--- src/rtl/control_unit.sv ---
// Hardwired control sequencer for the Mini-SRC datapath: fetch in T0..T2, then a
// per-opcode execute sequence; DIV holds its divide step for DIV_CYCLES cycles.
module control_unit #(
    parameter int DIV_CYCLES = 34
) (
    input  logic        clk,
    input  logic        clr,
    input  logic [31:0] IR,
    input  logic        CON,
    output logic [15:0] DPin,
    output logic [15:0] DPout,
    output logic [15:0] ALUopp,
    output logic        Gra,
    output logic        Grb,
    output logic        Grc,
    output logic        Rin,
    output logic        Rout,
    output logic        BAout,
    output logic        RAM_wr,
    output logic        CONin,
    output logic        run
);
    typedef enum logic [3:0] {
        S_RESET, S_T0, S_T1, S_T2, S_T3, S_T4, S_T5, S_T6, S_T7, S_HALTED
    } state_t;

    localparam logic [4:0] OP_LD   = 5'b00000, OP_LDI  = 5'b00001, OP_ST   = 5'b00010,
                           OP_ADD  = 5'b00011, OP_SUB  = 5'b00100, OP_AND  = 5'b00101,
                           OP_OR   = 5'b00110, OP_ROR  = 5'b00111, OP_ROL  = 5'b01000,
                           OP_SHR  = 5'b01001, OP_SHRA = 5'b01010, OP_SHL  = 5'b01011,
                           OP_ADDI = 5'b01100, OP_ANDI = 5'b01101, OP_ORI  = 5'b01110,
                           OP_DIV  = 5'b01111, OP_MUL  = 5'b10000, OP_NEG  = 5'b10001,
                           OP_NOT  = 5'b10010, OP_BR   = 5'b10011, OP_JAL  = 5'b10100,
                           OP_JR   = 5'b10101, OP_IN   = 5'b10110, OP_OUT  = 5'b10111,
                           OP_MFLO = 5'b11000, OP_MFHI = 5'b11001, OP_HALT = 5'b11011;

    localparam int PC = 0, IRB = 1, YB = 2, MAR = 3, MDR = 4, INPORT = 5, OUTPORT = 6,
                   ZB = 7, ZHI = 8, ZLO = 9, HI = 10, LO = 11, READ = 12, CB = 13;
    localparam int A_ADD = 0, A_SUB = 1, A_NEG = 2, A_MUL = 3, A_DIV = 4, A_AND = 5,
                   A_OR = 6, A_ROR = 7, A_ROL = 8, A_SLL = 9, A_SRA = 10, A_SRL = 11,
                   A_NOT = 12, A_INC = 13;
    localparam int CW = (DIV_CYCLES > 1) ? $clog2(DIV_CYCLES) : 1;

    state_t         state, state_next;
    logic [CW-1:0]  cnt;
    logic [4:0]     op;
    logic [15:0]    alu_sel;
    logic           is_alu_r, is_alu_i, is_unary, is_muldiv, is_mem, is_short;
    logic           div_done;
    logic           unused_ir_bits;

    assign op             = IR[31:27];
    assign unused_ir_bits = ^IR[26:0];
    assign div_done       = (cnt == CW'(DIV_CYCLES - 1));

    // Opcode classification and the ALU operation each class requests.
    always_comb begin
        alu_sel   = '0;
        is_alu_r  = 1'b0;
        is_alu_i  = 1'b0;
        is_unary  = 1'b0;
        is_muldiv = 1'b0;
        is_mem    = (op == OP_LD) || (op == OP_LDI) || (op == OP_ST);
        is_short  = (op == OP_JR) || (op == OP_IN) || (op == OP_OUT) ||
                    (op == OP_MFHI) || (op == OP_MFLO);
        case (op)
            OP_ADD:  begin is_alu_r = 1'b1; alu_sel[A_ADD] = 1'b1; end
            OP_SUB:  begin is_alu_r = 1'b1; alu_sel[A_SUB] = 1'b1; end
            OP_AND:  begin is_alu_r = 1'b1; alu_sel[A_AND] = 1'b1; end
            OP_OR:   begin is_alu_r = 1'b1; alu_sel[A_OR]  = 1'b1; end
            OP_ROR:  begin is_alu_r = 1'b1; alu_sel[A_ROR] = 1'b1; end
            OP_ROL:  begin is_alu_r = 1'b1; alu_sel[A_ROL] = 1'b1; end
            OP_SHR:  begin is_alu_r = 1'b1; alu_sel[A_SRL] = 1'b1; end
            OP_SHRA: begin is_alu_r = 1'b1; alu_sel[A_SRA] = 1'b1; end
            OP_SHL:  begin is_alu_r = 1'b1; alu_sel[A_SLL] = 1'b1; end
            OP_ADDI: begin is_alu_i = 1'b1; alu_sel[A_ADD] = 1'b1; end
            OP_ANDI: begin is_alu_i = 1'b1; alu_sel[A_AND] = 1'b1; end
            OP_ORI:  begin is_alu_i = 1'b1; alu_sel[A_OR]  = 1'b1; end
            OP_NEG:  begin is_unary = 1'b1; alu_sel[A_NEG] = 1'b1; end
            OP_NOT:  begin is_unary = 1'b1; alu_sel[A_NOT] = 1'b1; end
            OP_MUL:  begin is_muldiv = 1'b1; alu_sel[A_MUL] = 1'b1; end
            OP_DIV:  begin is_muldiv = 1'b1; alu_sel[A_DIV] = 1'b1; end
            default: ;
        endcase
    end

    always_ff @(posedge clk) begin
        if (clr) state <= S_RESET;
        else     state <= state_next;
    end

    // Divide step counter: idles at zero, so entering T4 always starts from 0.
    always_ff @(posedge clk) begin
        if (clr || state != S_T4) cnt <= '0;
        else                      cnt <= cnt + 1'b1;
    end

    always_comb begin
        state_next = S_T0;
        case (state)
            S_RESET:  state_next = S_T0;
            S_T0:     state_next = S_T1;
            S_T1:     state_next = S_T2;
            S_T2: begin
                if (op == OP_HALT) state_next = S_HALTED;
                else if (is_alu_r || is_alu_i || is_unary || is_muldiv || is_mem ||
                         is_short || op == OP_BR || op == OP_JAL)
                    state_next = S_T3;
                else state_next = S_T0;
            end
            S_T3:     state_next = is_short ? S_T0 : S_T4;
            S_T4: begin
                if (is_unary || op == OP_JAL)        state_next = S_T0;
                else if (op == OP_BR)                state_next = CON ? S_T5 : S_T0;
                else if (op == OP_DIV && !div_done)  state_next = S_T4;
                else                                 state_next = S_T5;
            end
            S_T5:     state_next = (is_alu_r || is_alu_i || op == OP_LDI) ? S_T0 : S_T6;
            S_T6:     state_next = (op == OP_LD || op == OP_ST) ? S_T7 : S_T0;
            S_T7:     state_next = S_T0;
            S_HALTED: state_next = S_HALTED;
            default:  state_next = S_RESET;
        endcase
    end

    always_comb begin
        DPin   = '0;
        DPout  = '0;
        ALUopp = '0;
        Gra    = 1'b0;
        Grb    = 1'b0;
        Grc    = 1'b0;
        Rin    = 1'b0;
        Rout   = 1'b0;
        BAout  = 1'b0;
        RAM_wr = 1'b0;
        CONin  = 1'b0;
        run    = (state != S_RESET) && (state != S_HALTED);
        case (state)
            S_T0: begin DPout[PC] = 1'b1; DPin[MAR] = 1'b1; ALUopp[A_INC] = 1'b1; DPin[ZB] = 1'b1; end
            S_T1: begin DPout[ZLO] = 1'b1; DPin[PC] = 1'b1; DPin[MDR] = 1'b1; DPin[READ] = 1'b1; end
            S_T2: begin DPout[MDR] = 1'b1; DPin[IRB] = 1'b1; end
            S_T3: begin
                if (is_alu_r || is_alu_i) begin Rout = 1'b1; Grb = 1'b1; DPin[YB] = 1'b1; end
                else if (is_unary)  begin Rout = 1'b1; Grb = 1'b1; ALUopp = alu_sel; DPin[ZB] = 1'b1; end
                else if (is_muldiv) begin Rout = 1'b1; Gra = 1'b1; DPin[YB] = 1'b1; end
                else if (is_mem)    begin Grb = 1'b1; BAout = 1'b1; DPin[YB] = 1'b1; end
                else if (op == OP_BR)   begin Gra = 1'b1; Rout = 1'b1; CONin = 1'b1; end
                else if (op == OP_JAL)  begin DPout[PC] = 1'b1; Grb = 1'b1; Rin = 1'b1; end
                else if (op == OP_JR)   begin Gra = 1'b1; Rout = 1'b1; DPin[PC] = 1'b1; end
                else if (op == OP_IN)   begin DPout[INPORT] = 1'b1; Gra = 1'b1; Rin = 1'b1; end
                else if (op == OP_OUT)  begin Gra = 1'b1; Rout = 1'b1; DPin[OUTPORT] = 1'b1; end
                else if (op == OP_MFHI) begin DPout[HI] = 1'b1; Gra = 1'b1; Rin = 1'b1; end
                else if (op == OP_MFLO) begin DPout[LO] = 1'b1; Gra = 1'b1; Rin = 1'b1; end
            end
            S_T4: begin
                if (is_alu_r)       begin Rout = 1'b1; Grc = 1'b1; ALUopp = alu_sel; DPin[ZB] = 1'b1; end
                else if (is_alu_i)  begin DPout[CB] = 1'b1; ALUopp = alu_sel; DPin[ZB] = 1'b1; end
                else if (is_unary)  begin DPout[ZLO] = 1'b1; Gra = 1'b1; Rin = 1'b1; end
                else if (is_muldiv) begin Rout = 1'b1; Grb = 1'b1; ALUopp = alu_sel; DPin[ZB] = 1'b1; end
                else if (is_mem)    begin DPout[CB] = 1'b1; ALUopp[A_ADD] = 1'b1; DPin[ZB] = 1'b1; end
                else if (op == OP_BR && CON) begin DPout[PC] = 1'b1; DPin[YB] = 1'b1; end
                else if (op == OP_JAL) begin Gra = 1'b1; Rout = 1'b1; DPin[PC] = 1'b1; end
            end
            S_T5: begin
                if (is_alu_r || is_alu_i || op == OP_LDI) begin DPout[ZLO] = 1'b1; Gra = 1'b1; Rin = 1'b1; end
                else if (is_muldiv) begin DPout[ZLO] = 1'b1; DPin[LO] = 1'b1; end
                else if (is_mem)    begin DPout[ZLO] = 1'b1; DPin[MAR] = 1'b1; end
                else if (op == OP_BR) begin DPout[CB] = 1'b1; ALUopp[A_ADD] = 1'b1; DPin[ZB] = 1'b1; end
            end
            S_T6: begin
                if (is_muldiv)        begin DPout[ZHI] = 1'b1; DPin[HI] = 1'b1; end
                else if (op == OP_LD) begin DPin[MDR] = 1'b1; DPin[READ] = 1'b1; end
                else if (op == OP_ST) begin DPin[MDR] = 1'b1; Gra = 1'b1; Rout = 1'b1; end
                else if (op == OP_BR) begin DPout[ZLO] = 1'b1; DPin[PC] = 1'b1; end
            end
            S_T7: begin
                if (op == OP_LD)      begin DPout[MDR] = 1'b1; Gra = 1'b1; Rin = 1'b1; end
                else if (op == OP_ST) RAM_wr = 1'b1;
            end
            default: ;
        endcase
    end
endmodule
--- config.mk ---
export PLATFORM = sky130hd
export DESIGN_NAME = control_unit
export DESIGN_NICKNAME = d
export VERILOG_FILES = /design/src/rtl/control_unit.sv
export SDC_FILE = /design/constraint.sdc
export NUM_CORES = 1
export LEC_CHECK = 0
export ABC_AREA = 1
export BUFFER_PORTS_ARGS = -buffer_cell sky130_fd_sc_hd__buf_2
export CAP_MARGIN = 20
export CORE_MARGIN = 2
export CORE_UTILIZATION = 47
export CTS_CLUSTER_DIAMETER = 80
export CTS_CLUSTER_SIZE = 20
export DETAILED_ROUTE_END_ITERATION = 8
export MAX_ROUTING_LAYER = met4
export PLACE_DENSITY = 0.95
export SLEW_MARGIN = 30
export SYNTH_ARGS = -nofsm -noshare
export SYNTH_HDL_FRONTEND = slang
export SYNTH_SLANG_ARGS = --single-unit
--- constraint.sdc ---
create_clock -name clk -period 2.1 [get_ports clk]
set_clock_uncertainty 0.1 [all_clocks]
set_input_delay 0.105 -clock clk [delete_from_list [all_inputs] [get_ports clk]]
set_output_delay 0.105 -clock clk [all_outputs]
set_load 0.01 [all_outputs]
==> qor.json <==
{
  "finalHoldViolCount": 0,
  "drcViolationCount": 0,
  "vias": 1843,
  "reg2regPathDepth": 7,
  "timing.fmax_mhz": 502,
  "fin_cells": 340,
  "n_antenna_cell": 0,
  "ctsRootBufferMaster": "clkbuf_4",
  "floorplan.die_area_mm2": 0.00357,
  "numClockSinks": 10,
  "regToRegStartpoint": "state[0]",
  "yosysMostFrequentCell": "nor2_1",
  "ys_warn_count": 0,
  "detail_route.vias_per_cell": 5.42,
  "layout_setup_ws_ns": 0.107,
  "syn-mean-instance-area_um2": 5.64,
  "regToRegSetupSlack_ns": 0.54,
  "floorplan.rows": 20,
  "synth_sequential_area_ratio_pct": 13.7,
  "finalCoreUtilization_pct": 56.8,
  "boundaryPins": 92,
  "switching_power_mw": 0.213,
  "internal_power_component_mw": 0.326,
  "synth_edf_count": 0,
  "worst_r2r_endpoint": "cnt[2]",
  "antenna_left": 0,
  "hold_path.class": "primary input to flop",
  "path_cells": "inv_1, nand2_1, nor2_2, inv_1, o21ai_0, buf_2",
  "gpl.final_weighted_congestion": 1.01,
  "placed_cells_incl_taps": 336,
  "chipHeight_um": 59.7,
  "critPathMostFrequentCell": "inv_1",
  "timing.critical_path.from_type": "flop",
  "critPathMaxStageDelay_ns": 0.37,
  "worstHoldEndpoint": "state[3]",
  "sw_frac_of_total_pct": 39.5,
  "core_area_mm2": 0.00300,
  "timing.final.crit_share_pct": 94.9,
  "clock_tree.buffer_depth": 2,
  "critPathRequiredTime_ns": 1.89,
  "worstHoldStart": "IR[30]",
  "power.sequential.fraction_pct": 37.4,
  "finalCriticalPeriod_ns": 1.99,
  "fillCellCount": 316,
  "post_synth_most_frequent_cells": "nor2_1, nand2_1, nand3_1",
  "placement.io_buffers": 48,
  "rsz0062_at_grt": "no",
  "die_width_um": 59.7,
  "p_leak_nw": 0.935,
  "first_global_vias": 1495,
  "p_per_area_mw_per_mm2": 316,
  "fin_setup_tns_ns": 0,
  "cp-end-kind": "primary output",
  "synthArstFlopShare_pct": 0,
  "grt_start_max_net_pins": 17,
  "worst-path-max-fanout": 7,
  "hold_depth": 5,
  "clk_transition_reported_paths_ns": 0.06,
  "cp_data_arrival_time_ns": 1.79,
  "postCtsSetupBuffers": 0,
  "detailedPlace.worstSlack_ns": 0.371,
  "antenna_violations_before_repair": 0,
  "critical_path.slowest_cell": "nor2_2",
  "finish.net_count": 346,
  "finalMaxSlewViolations": 0,
  "1st_pass_router_iterations": 5,
  "dp_hpwl_um": 3320,
  "htree_num_levels": 1,
  "synth_largest_type_area_fraction_pct": 14.4,
  "yosysUniqueCellTypes": 33,
  "tritoncts": "done",
  "report.final.setup_viol": 0,
  "status": "complete, no violations",
  "critical_path_type": "flop to primary output",
  "synth-seq-cells": 10,
  "wl_per_cell_um": 12.2,
  "gr-usage-all-layers_pct": 23.8,
  "synth_cells": 259,
  "grt_pass1_wl_um": 6470,
  "synth.top_cells.by_area": "nor2_1, dfxtp_1, nand3_1",
  "power_mw": 0.539,
  "number_of_buffers_added_by_the_clock_tree_synthesis_step": 3,
  "synth-main-ff-cell": "dfxtp_1",
  "drt_wl_total_um": 4160,
  "max-cap-violations": 0,
  "power.combinational.fraction_pct": 40.4,
  "worst_skew_pair.late_latency_ns": 0.25,
  "cell_accounting_for_the_most_synthesized_area": "nor2_1",
  "drt_iter0_markers": 179,
  "clkPwrFrac_pct": 22.2,
  "syn_area_mm2": 0.00146,
  "global_route.overflow_total": 0,
  "ir_drop_v": 0.000216,
  "drive_above_1_share_pct": 26.1,
  "initial_core_util_pct": 48.6,
  "synthToLayoutAreaGrowth_pct": 16.7
}
## worst max-delay path, delay by kind of cell, from the launching register on
| family | cells | cell delay (ns) |
|---|---|---|
| DFF | 1 | 0.33 |
| buffers and inverters | 3 | 0.43 |
| AOI/OAI and AO/OA | 1 | 0.25 |
| and+or+nand+nor | 2 | 0.52 |
## repair_timing
item / in CTS / in global routing
gates resized for setup: 0 / 1
hold buffers: 1 / 0
hold endpoints to repair: 3 / 0
endpoints found under the setup margin: 0 / 1
## power groups by stage
| stage | Clock, mW | Sequential [mW] | Combinational [mW] |
|---|---|---|---|
| floorplan | 0 | 0.204 | 0.172 |
| global placement | 0 | 0.205 | 0.208 |
| detailed placement | 0 | 0.205 | 0.210 |
| CTS | 0.123 | 0.201 | 0.213 |
| global route | 0.131 | 0.202 | 0.240 |
| finish | 0.120 | 0.202 | 0.218 |
## routing by layer
layer  vias to the layer above  routed length, um  global-route usage [%]
met5                         -                  0                       -
met4                         0                 12                    1.59
met3                         2                434                    3.90
met2                       118               1860                    38.0
met1                       810               1860                    33.0
li1                        913                  -                       -
## cell usage in the layout (no fill, tap or decap), types with 2 or more instances in the layout
cell       n
nor4_1     4
nand4_1    9
nor2_1    56
conb_1    16
buf_2     48
o211ai_1   2
buf_4      4
nor2_4     3
nand3b_1   2
nor2_2     8
a21oi_1    8
nand3_1   31
inv_2      6
dfxtp_1   10
nor3_1     4
nand2_1   38
o21ai_0    8
ha_1       2
xor2_1     2
inv_1     28
o21ai_1    2
clkbuf_4   3
## flip-flops by register name, indices dropped and copies added (netlist names)
| register | count |
|---|---|
| state | 4 |
| cnt | 6 |
## worst max-delay path by stage
stage                         from         end
final                     state[3]     DPin[2]
after global routing      state[0]     DPin[2]
after CTS                 state[3]     DPin[2]
after detailed placement    IR[31]   ALUopp[1]
after global placement      IR[31]  ALUopp[10]
after floorplan           state[1]    DPout[5]
## through the flow
| stage | hold slack [ns] | instance area [um2] |
|---|---|---|
| after floorplan | 0.0741 | 1520 |
| after global placement | 0.231 | 1670 |
| after detailed placement | 0.233 | 1670 |
| after CTS | 0.335 | 1700 |
| after global routing | 0.395 | 1700 |
| final | 0.356 | 1700 |
## final cells by class
cell class | count | area (um2) | share of cell area [%]
sequential | 10 | 200 | 11.7
inverter | 34 | 128 | 7.49
multi-input combinational | 207 | 1030 | 60.6
clock buffer | 3 | 22.5 | 1.32
timing repair buffer | 53 | 280 | 16.4
tap | 33 | 41.3 | 2.42
## kinds of logic (layout without fill, tap and decap cells)
| logic type | Yosys count | in the layout | synth area share, % |
|---|---|---|---|
| DFF | 10 | 10 | 13.7 |
| AOI/OAI and AO/OA | 25 | 25 | 10.3 |
| other | 1 | 16 | 0.257 |
| buffers and inverters | 57 | 90 | 19.8 |
| and+or+nand+nor | 161 | 161 | 52.4 |
| adders and majority gates | 2 | 2 | 1.71 |
| xor gates and xnor gates | 3 | 3 | 1.80 |
Note: power is estimated with default switching activity, not from simulation.
